File: src/rtl/ctrl_pkg.sv
// Shared types and encodings for the riscv32 multicycle control unit:
// state encoding, ALU operations, opcodes, mux selects and the per-state output table.
package ctrl_pkg;

    typedef enum logic [3:0] {
        S_FETCH     = 4'd0,
        S_DECODE    = 4'd1,
        S_MEMADR    = 4'd2,
        S_MEMREAD   = 4'd3,
        S_MEMWB     = 4'd4,
        S_MEMWRITE  = 4'd5,
        S_EXEC_R    = 4'd6,
        S_EXEC_I    = 4'd7,
        S_ALUWB     = 4'd8,
        S_LUI       = 4'd9,
        S_BRANCH    = 4'd10,
        S_JAL       = 4'd11,
        S_JALR_CALC = 4'd12,
        S_JALR_JMP  = 4'd13,
        S_TRAP      = 4'd14
    } state_t;

    localparam logic [3:0] ALU_ADD  = 4'b0000;
    localparam logic [3:0] ALU_SUB  = 4'b0001;
    localparam logic [3:0] ALU_AND  = 4'b0010;
    localparam logic [3:0] ALU_OR   = 4'b0011;
    localparam logic [3:0] ALU_XOR  = 4'b0100;
    localparam logic [3:0] ALU_SLL  = 4'b0101;
    localparam logic [3:0] ALU_SRL  = 4'b0110;
    localparam logic [3:0] ALU_SRA  = 4'b0111;
    localparam logic [3:0] ALU_SLT  = 4'b1000;
    localparam logic [3:0] ALU_SLTU = 4'b1001;

    localparam logic [6:0] OP_LOAD   = 7'b0000011;
    localparam logic [6:0] OP_STORE  = 7'b0100011;
    localparam logic [6:0] OP_RTYPE  = 7'b0110011;
    localparam logic [6:0] OP_ITYPE  = 7'b0010011;
    localparam logic [6:0] OP_BRANCH = 7'b1100011;
    localparam logic [6:0] OP_JAL    = 7'b1101111;
    localparam logic [6:0] OP_JALR   = 7'b1100111;
    localparam logic [6:0] OP_LUI    = 7'b0110111;
    localparam logic [6:0] OP_AUIPC  = 7'b0010111;

    localparam logic [1:0] SRCA_PC    = 2'b00;
    localparam logic [1:0] SRCA_OLDPC = 2'b01;
    localparam logic [1:0] SRCA_RD1   = 2'b10;
    localparam logic [1:0] SRCA_ZERO  = 2'b11;
    localparam logic [1:0] SRCB_RD2   = 2'b00;
    localparam logic [1:0] SRCB_IMM   = 2'b01;
    localparam logic [1:0] SRCB_FOUR  = 2'b10;
    localparam logic [1:0] SRCB_ZERO  = 2'b11;
    localparam logic [1:0] RES_ALUOUT    = 2'b00;
    localparam logic [1:0] RES_DATA      = 2'b01;
    localparam logic [1:0] RES_ALURESULT = 2'b10;

    typedef struct packed {
        logic       pc_write;
        logic       adr_src;
        logic       mem_write;
        logic       ir_write;
        logic [1:0] result_src;
        logic [3:0] alu_control;
        logic [1:0] alu_srca;
        logic [1:0] alu_srcb;
        logic       reg_write;
        logic       illegal;
    } ctrl_out_t;

    // Moore outputs of a state; the branch PC load is added outside since it depends on flags.
    function automatic ctrl_out_t state_outputs(input state_t s, input logic [3:0] exec_op);
        ctrl_out_t o;
        o = '0;
        case (s)
            S_FETCH: begin
                o.ir_write   = 1'b1;
                o.pc_write   = 1'b1;
                o.alu_srca   = SRCA_PC;
                o.alu_srcb   = SRCB_FOUR;
                o.result_src = RES_ALURESULT;
            end
            S_DECODE:    begin o.alu_srca = SRCA_OLDPC; o.alu_srcb = SRCB_IMM; end
            S_MEMADR:    begin o.alu_srca = SRCA_RD1;   o.alu_srcb = SRCB_IMM; end
            S_MEMREAD:   begin o.adr_src = 1'b1; o.result_src = RES_ALUOUT; end
            S_MEMWB:     begin o.result_src = RES_DATA; o.reg_write = 1'b1; end
            S_MEMWRITE:  begin o.adr_src = 1'b1; o.result_src = RES_ALUOUT; o.mem_write = 1'b1; end
            S_EXEC_R:    begin o.alu_srca = SRCA_RD1; o.alu_srcb = SRCB_RD2; o.alu_control = exec_op; end
            S_EXEC_I:    begin o.alu_srca = SRCA_RD1; o.alu_srcb = SRCB_IMM; o.alu_control = exec_op; end
            S_ALUWB:     begin o.result_src = RES_ALUOUT; o.reg_write = 1'b1; end
            S_LUI:       begin o.alu_srca = SRCA_ZERO; o.alu_srcb = SRCB_IMM; end
            S_BRANCH:    begin o.alu_srca = SRCA_RD1; o.alu_srcb = SRCB_RD2; o.alu_control = ALU_SUB; end
            S_JAL:       begin o.alu_srca = SRCA_OLDPC; o.alu_srcb = SRCB_FOUR; o.pc_write = 1'b1; end
            S_JALR_CALC: begin o.alu_srca = SRCA_RD1; o.alu_srcb = SRCB_IMM; end
            S_JALR_JMP:  begin o.alu_srca = SRCA_OLDPC; o.alu_srcb = SRCB_FOUR; o.pc_write = 1'b1; end
            S_TRAP:      o.illegal = 1'b1;
            default:     o = '0;
        endcase
        return o;
    endfunction

    // carry = 1 means rs1 >= rs2 unsigned (subtraction without borrow)
    function automatic logic branch_taken(input logic [2:0] f3, input logic z, input logic n,
                                          input logic c, input logic v);
        case (f3)
            3'b000:  return z;
            3'b001:  return !z;
            3'b100:  return n ^ v;
            3'b101:  return !(n ^ v);
            3'b110:  return !c;
            3'b111:  return c;
            default: return 1'b0;
        endcase
    endfunction

endpackage

File: src/rtl/multicycle_ctrl_fsm_if.sv
// Instruction-field, flag and control bundle between the datapath (master) and the control FSM (slave).
interface multicycle_ctrl_fsm_if #(parameter int COUNT_W = 32);
    logic [6:0]         opcode;
    logic [2:0]         funct3;
    logic               funct7b5;
    logic               zero;
    logic               negative;
    logic               carryout;
    logic               overflow;
    logic               pc_write;
    logic               AdrSrc;
    logic               MemWrite;
    logic               IRWrite;
    logic [1:0]         ResultSrc;
    logic [3:0]         ALUControl;
    logic [1:0]         ALUSrca;
    logic [1:0]         ALUSrcb;
    logic               RegWrite;
    logic [3:0]         state_out;
    logic               illegal;
    logic [COUNT_W-1:0] instr_retired;

    modport master (
        output opcode, funct3, funct7b5, zero, negative, carryout, overflow,
        input  pc_write, AdrSrc, MemWrite, IRWrite, ResultSrc, ALUControl,
               ALUSrca, ALUSrcb, RegWrite, state_out, illegal, instr_retired
    );

    modport slave (
        input  opcode, funct3, funct7b5, zero, negative, carryout, overflow,
        output pc_write, AdrSrc, MemWrite, IRWrite, ResultSrc, ALUControl,
               ALUSrca, ALUSrcb, RegWrite, state_out, illegal, instr_retired
    );
endinterface

File: src/rtl/alu_decoder.sv
// Maps funct3/funct7b5 to an ALU operation; SUB only for R-type, SRA for either type with funct7b5.
module alu_decoder
    import ctrl_pkg::*;
(
    input  logic [2:0] funct3_i,
    input  logic       funct7b5_i,
    input  logic       is_rtype_i,
    output logic [3:0] alu_control_o
);
    always_comb begin
        alu_control_o = ALU_ADD;
        case (funct3_i)
            3'b000:  alu_control_o = (is_rtype_i && funct7b5_i) ? ALU_SUB : ALU_ADD;
            3'b001:  alu_control_o = ALU_SLL;
            3'b010:  alu_control_o = ALU_SLT;
            3'b011:  alu_control_o = ALU_SLTU;
            3'b100:  alu_control_o = ALU_XOR;
            3'b101:  alu_control_o = funct7b5_i ? ALU_SRA : ALU_SRL;
            3'b110:  alu_control_o = ALU_OR;
            3'b111:  alu_control_o = ALU_AND;
            default: alu_control_o = ALU_ADD;
        endcase
    end
endmodule

File: src/rtl/multicycle_ctrl_fsm.sv
// Multicycle riscv32 control unit: sequences FETCH/DECODE/EXECUTE/WRITEBACK and drives datapath controls.
module multicycle_ctrl_fsm
    import ctrl_pkg::*;
#(
    parameter int COUNT_W = 32
) (
    input  logic                 clk,
    input  logic                 reset,
    multicycle_ctrl_fsm_if.slave bus
);
    state_t             state_q, state_d;
    ctrl_out_t          outs_q;
    logic [COUNT_W-1:0] retired_q;
    logic [3:0]         exec_op;
    logic               taken;

    alu_decoder u_alu_dec (
        .funct3_i      (bus.funct3),
        .funct7b5_i    (bus.funct7b5),
        .is_rtype_i    (bus.opcode == OP_RTYPE),
        .alu_control_o (exec_op)
    );

    always_comb begin
        state_d = state_q;
        case (state_q)
            S_FETCH: state_d = S_DECODE;
            S_DECODE: begin
                case (bus.opcode)
                    OP_LOAD, OP_STORE: state_d = S_MEMADR;
                    OP_RTYPE:          state_d = S_EXEC_R;
                    OP_ITYPE:          state_d = S_EXEC_I;
                    OP_BRANCH:         state_d = S_BRANCH;
                    OP_JAL:            state_d = S_JAL;
                    OP_JALR:           state_d = S_JALR_CALC;
                    OP_LUI:            state_d = S_LUI;
                    OP_AUIPC:          state_d = S_ALUWB;
                    default:           state_d = S_TRAP;
                endcase
            end
            S_MEMADR:   state_d = (bus.opcode == OP_LOAD) ? S_MEMREAD : S_MEMWRITE;
            S_MEMREAD:  state_d = S_MEMWB;
            S_MEMWB, S_MEMWRITE, S_ALUWB, S_BRANCH: state_d = S_FETCH;
            S_EXEC_R, S_EXEC_I, S_LUI, S_JAL, S_JALR_JMP: state_d = S_ALUWB;
            S_JALR_CALC: state_d = S_JALR_JMP;
            S_TRAP:     state_d = S_TRAP;
            default:    state_d = S_TRAP;
        endcase
    end

    // Outputs are registered from the next state so they track state_q with no decode delay.
    always_ff @(posedge clk or negedge reset) begin
        if (!reset) begin
            state_q   <= S_FETCH;
            outs_q    <= state_outputs(S_FETCH, ALU_ADD);
            retired_q <= '0;
        end else begin
            state_q <= state_d;
            outs_q  <= state_outputs(state_d, exec_op);
            if (state_d == S_FETCH) begin
                retired_q <= retired_q + COUNT_W'(1);
            end
        end
    end

    assign taken = branch_taken(bus.funct3, bus.zero, bus.negative, bus.carryout, bus.overflow);

    // Reset gates every output so no enable can fire while reset is held low.
    assign bus.pc_write      = reset & (outs_q.pc_write | ((state_q == S_BRANCH) & taken));
    assign bus.AdrSrc        = reset & outs_q.adr_src;
    assign bus.MemWrite      = reset & outs_q.mem_write;
    assign bus.IRWrite       = reset & outs_q.ir_write;
    assign bus.ResultSrc     = reset ? outs_q.result_src  : 2'b00;
    assign bus.ALUControl    = reset ? outs_q.alu_control : 4'b0000;
    assign bus.ALUSrca       = reset ? outs_q.alu_srca    : 2'b00;
    assign bus.ALUSrcb       = reset ? outs_q.alu_srcb    : 2'b00;
    assign bus.RegWrite      = reset & outs_q.reg_write;
    assign bus.illegal       = reset & outs_q.illegal;
    assign bus.state_out     = state_q;
    assign bus.instr_retired = retired_q;
endmodule

File: src/flat_wrapper.sv
// flat-port wrapper written by rule: the top's interface ports become plain ports
module multicycle_ctrl_fsm_flat import ctrl_pkg::*;
#(
    parameter int COUNT_W = 32
)
  (clk, reset, bus_opcode, bus_funct3, bus_funct7b5, bus_zero, bus_negative, bus_carryout, bus_overflow, bus_pc_write, bus_AdrSrc, bus_MemWrite, bus_IRWrite, bus_ResultSrc, bus_ALUControl, bus_ALUSrca, bus_ALUSrcb, bus_RegWrite, bus_state_out, bus_illegal, bus_instr_retired);
  multicycle_ctrl_fsm_if #(.COUNT_W(COUNT_W)) bus_i ();
  input  logic clk;
  input  logic reset;
  input wire logic [$bits(bus_i.opcode)-1:0] bus_opcode;
  input wire logic [$bits(bus_i.funct3)-1:0] bus_funct3;
  input wire logic [$bits(bus_i.funct7b5)-1:0] bus_funct7b5;
  input wire logic [$bits(bus_i.zero)-1:0] bus_zero;
  input wire logic [$bits(bus_i.negative)-1:0] bus_negative;
  input wire logic [$bits(bus_i.carryout)-1:0] bus_carryout;
  input wire logic [$bits(bus_i.overflow)-1:0] bus_overflow;
  output wire logic [$bits(bus_i.pc_write)-1:0] bus_pc_write;
  output wire logic [$bits(bus_i.AdrSrc)-1:0] bus_AdrSrc;
  output wire logic [$bits(bus_i.MemWrite)-1:0] bus_MemWrite;
  output wire logic [$bits(bus_i.IRWrite)-1:0] bus_IRWrite;
  output wire logic [$bits(bus_i.ResultSrc)-1:0] bus_ResultSrc;
  output wire logic [$bits(bus_i.ALUControl)-1:0] bus_ALUControl;
  output wire logic [$bits(bus_i.ALUSrca)-1:0] bus_ALUSrca;
  output wire logic [$bits(bus_i.ALUSrcb)-1:0] bus_ALUSrcb;
  output wire logic [$bits(bus_i.RegWrite)-1:0] bus_RegWrite;
  output wire logic [$bits(bus_i.state_out)-1:0] bus_state_out;
  output wire logic [$bits(bus_i.illegal)-1:0] bus_illegal;
  output wire logic [$bits(bus_i.instr_retired)-1:0] bus_instr_retired;
  assign bus_i.opcode = bus_opcode;
  assign bus_i.funct3 = bus_funct3;
  assign bus_i.funct7b5 = bus_funct7b5;
  assign bus_i.zero = bus_zero;
  assign bus_i.negative = bus_negative;
  assign bus_i.carryout = bus_carryout;
  assign bus_i.overflow = bus_overflow;
  assign bus_pc_write = bus_i.pc_write;
  assign bus_AdrSrc = bus_i.AdrSrc;
  assign bus_MemWrite = bus_i.MemWrite;
  assign bus_IRWrite = bus_i.IRWrite;
  assign bus_ResultSrc = bus_i.ResultSrc;
  assign bus_ALUControl = bus_i.ALUControl;
  assign bus_ALUSrca = bus_i.ALUSrca;
  assign bus_ALUSrcb = bus_i.ALUSrcb;
  assign bus_RegWrite = bus_i.RegWrite;
  assign bus_state_out = bus_i.state_out;
  assign bus_illegal = bus_i.illegal;
  assign bus_instr_retired = bus_i.instr_retired;
  multicycle_ctrl_fsm #(.COUNT_W(COUNT_W)) u_core (.clk(clk), .reset(reset), .bus(bus_i));
endmodule
File: config.mk
export PLATFORM = sky130hd
export DESIGN_NAME = multicycle_ctrl_fsm_flat
export DESIGN_NICKNAME = d
export VERILOG_FILES = /design/src/rtl/ctrl_pkg.sv /design/src/rtl/multicycle_ctrl_fsm_if.sv /design/src/rtl/alu_decoder.sv /design/src/rtl/multicycle_ctrl_fsm.sv /design/src/flat_wrapper.sv
export SDC_FILE = /design/constraint.sdc
export NUM_CORES = 1
export LEC_CHECK = 0
export CAP_MARGIN = 10
export CELL_PAD_IN_SITES_DETAIL_PLACEMENT = 1
export CELL_PAD_IN_SITES_GLOBAL_PLACEMENT = 1
export CORE_UTILIZATION = 38
export DETAILED_ROUTE_END_ITERATION = 10
export PLACE_DENSITY_LB_ADDON = 0.05
export SLEW_MARGIN = 20
export SYNTH_ARGS = -nofsm -noshare
export SYNTH_HDL_FRONTEND = slang
export SYNTH_SLANG_ARGS = --single-unit
File: constraint.sdc
create_clock -name clk -period 2.5 [get_ports clk]
set_clock_uncertainty 0.1 [all_clocks]
set_input_delay 0.5 -clock clk [delete_from_list [all_inputs] [get_ports clk]]
set_output_delay 0.5 -clock clk [all_outputs]
set_load 0.1 [all_outputs]
==> impl_metrics.toml <==
[run_status]
status = "complete, no violations"

[place]
dp_slack_ns = -0.385
port_buffers = 68
hpwl_mm = 4.74
dp_cells = 407
place_congestion = 0.807

[sta]
setup_ws_ns = 0.0903
max_slew_margin_pct = 64.7
fmaxAchievable_ghz = 0.415
hold_violations = 0
setup_viol = 0
worst_slew_pin_slew_ns = 0.526
finalCriticalPeriod_ns = 2.41
final_max_slew_viol_count = 0
grt_setup_unrepaired = "yes"
whs_ns = 0.143
min_period_over_period_pct = 96.4

[synth]
synth_xor_area_share_pct = 11.6
yosysWarningCount = 0
yosys.area_share.adder_pct = 0.473
synth_top_family_by_area = "simple AND/OR/NAND/NOR gates"
synthArstFlopShare_pct = 100
synthCells = 241
synthMuxAreaShare_pct = 1.23
synth_edf_count = 0
synth_cell_types = 58
synth_area_per_cell_um2 = 11.0
seq_area_frac_synth_pct = 48.4
synthSimpleGateAreaFrac_pct = 27.2
synth-main-ff-cell = "dfrtp_1"
synth_fp_nets = 259
netlist_area_mm2 = 0.00265
synth-seq-cells = 51
synth_compound_area_share_pct = 8.13

[critical_path]
cp.required_ns = 1.90
cp-end-kind = "output pin"
critical_path_class = "input pin to output pin"
crit_fanout = 4
worstPathArrival_ns = 1.81
critPathLaunchType = "input pin"

[floorplanning]
die_width_um = 85.5
dieArea_mm2 = 0.00730
io_pins = 69
core_area_mm2 = 0.00676
dieHeight_um = 85.5
num_rows = 30
initial_core_util_pct = 39.2

[clocking]
insertion_delay_ns = 0.30
cts_root_buf = "clkbuf_8"
cts_sinks = 51
cts_tree = "done"
clk_pin_slew_ns = 0.09
htreeDepth = 2
cts_buffers = 5
clock_path_buffers = 2

[global_route]
grt-ovfl-total = 0
grtUsageTotal_pct = 18.6
grt_pass1_wl_mm = 10.7
grt_antenna_before_repair = 0
grt_max_degree = 31
grt_pass1_vias = 2213

[detailed_routing]
antenna_left = 0
m1WireLength_mm = 2.68
met2_length_mm = 3.27
drt-total-wl_mm = 6.20
drt_iter0_drc = 71
vias = 2183
wl_met3_um = 172
firstDrtPassIters = 4
viasPerCell = 5.19
route.detailed.drc = 0
post_drt_wl_per_cell_um = 14.7
top_layer = "met4"

[pwr]
p_per_area_mw_per_mm2 = 1060
p_total_uw = 4110
peakVddDrop_uv = 926
p_leak_uw = 0.00180

[final_layout]
stdcell_count = 421
drive_gt1_share_pct = 39.9
area_growth_syn_to_layout_pct = 47.0
multi_input_area_mm2 = 0.00135
register_area_mm2 = 0.00129
final_nets = 358
fill_cells = 736
diodes = 0

[hold_path]
hold_class = "input pin to asynchronous set/reset pin"

[job]
drv_cap = 0
[cell type report]
type                    instances  share of cell area (%)
multi-input cells             178                    34.7
flip-flops and latches         51                    33.3
repair buffers                102                    26.4
well taps                      80                    2.57
clock buffers                   6                    1.87
clock inverters                 2                   0.965
inverters                       2                   0.193
[worst paths after layout]
check | cells past startpoint | to | slack (ns) | from
hold / removal | 2 | u_core.outs_q[4] | 0.14 | reset
setup reg to reg | 7 | u_core.bus.instr_retired[20] | 0.23 | u_core.bus.state_out[3]
hold reg to reg | 1 | u_core.bus.instr_retired[31] | 0.38 | u_core.bus.instr_retired[31]
min in group clk | 1 | u_core.bus.instr_retired[31] | 0.38 | u_core.bus.instr_retired[31]
setup / recovery | 6 | bus_pc_write | 0.09 | bus_funct3[1]
max in group asynchronous | 2 | u_core.bus.instr_retired[1] | 1.41 | reset
[per-layer routing]
layer	track usage (%)	vias up
li1	-	1050
met3	3.02	6
met1	23.2	1089
met4	5.45	0
met2	33.3	38
met5	0	-
[cell usage after synthesis, types with 2 or more instances]
library cell	number	area, µm²
nor4b_1	3	26.3
nor2b_1	4	25.0
and2_1	18	113
nand3b_1	3	22.5
inv_1	2	7.51
a31oi_1	4	25.0
a311o_1	2	20.0
a21oi_1	2	10.0
nor3_1	4	20.0
nand3_1	18	90.1
buf_2	3	15.0
xor2_1	13	114
dfrtp_1	48	1200
buf_6	3	33.8
or3b_4	2	22.5
xnor2_1	22	193
nand2_1	16	60.1
o21ai_0	4	20.0
nor3b_1	3	22.5
nand3_2	2	20.0
and4bb_2	2	25.0
or4_1	2	15.0
nor2_1	8	30.0
dfstp_2	3	78.8
mux2_2	2	22.5
nand4_1	8	50.1
buf_4	2	15.0
and3_1	8	50.1
[registers in the layout, indices dropped and copies added, names as in the netlist]
register	cells
u_core.bus.instr_retired	32
u_core.bus.state_out	4
u_core.outs_q	15
[report_power, final]
group / internal (µW) / switching, µW
clock network: 299 / 274
registers: 1010 / 147
logic: 874 / 1510
total: 2180 / 1930
[per-stage QoR]
stage	util [%]	setup TNS, ns	instance area, µm²
2_1_floorplan	-	0	2670
3_3_place_gp	54.5	-2.24	3680
3_5_place_dp	54.5	-2.97	3680
4_1_cts	56.4	0	3810
5_1_grt	57.6	-0.00123	3890
6_report	57.6	0	3890
[cells in the final DEF, fill, tap and decap left out, types with 2 or more instances in the layout]
cell type | synthesis | routed
buf_4 | 2 | 67
dfrtp_1 | 48 | 38
xnor2_1 | 22 | 22
nand3_1 | 18 | 18
buf_12 | 0 | 18
nand2_1 | 16 | 16
and2_1 | 18 | 16
xor2_1 | 13 | 13
dfrtp_2 | 0 | 9
nor2_1 | 8 | 8
and3_1 | 8 | 8
nand4_1 | 8 | 8
clkdlybuf4s50_1 | 0 | 7
clkbuf_8 | 0 | 5
nor3_1 | 4 | 4
dlygate4sd2_1 | 0 | 4
nand3b_1 | 3 | 3
a31oi_1 | 4 | 3
nor2b_1 | 4 | 3
o21ai_0 | 4 | 3
nor3b_1 | 3 | 3
nor4b_1 | 3 | 3
dfstp_2 | 3 | 3
and4bb_2 | 2 | 2
mux2_2 | 2 | 2
or4_1 | 2 | 2
nand3_2 | 2 | 2
and2_2 | 0 | 2
inv_1 | 2 | 2
or3b_4 | 2 | 2
a311o_1 | 2 | 2
a21oi_1 | 2 | 2
dlymetal6s2s_1 | 0 | 2
clkdlybuf4s15_1 | 0 | 2
[logic make-up (layout without fill, tap and decap cells)]
kind of cell               after synthesis  count (layout)
and+or+nand+nor                        114             114
adders and majority gates                1               1
muxes                                    3               3
AOI/OAI and AO/OA                       25              25
buffers and inverters                   12             112
xor gates and xnor gates                35              35
DFF                                     51              51
[critical path, cell delays in order]
cell and delay [ns]:
clkdlybuf4s50_1 0.55, nand2_1 0.11, o22ai_2 0.18, a31oi_4 0.13, nor2b_4 0.15, buf_12 0.18
[repair_timing]
action / in CTS / in global routing
hold endpoints to repair: 6 / 0
pin swaps: 3 / 5
gates resized for setup: 9 / 11
setup buffers: 0 / 5
hold buffers: 1 / 0
endpoints found under the setup margin: 3 / 7
Note: power is estimated with default switching activity, not from simulation.
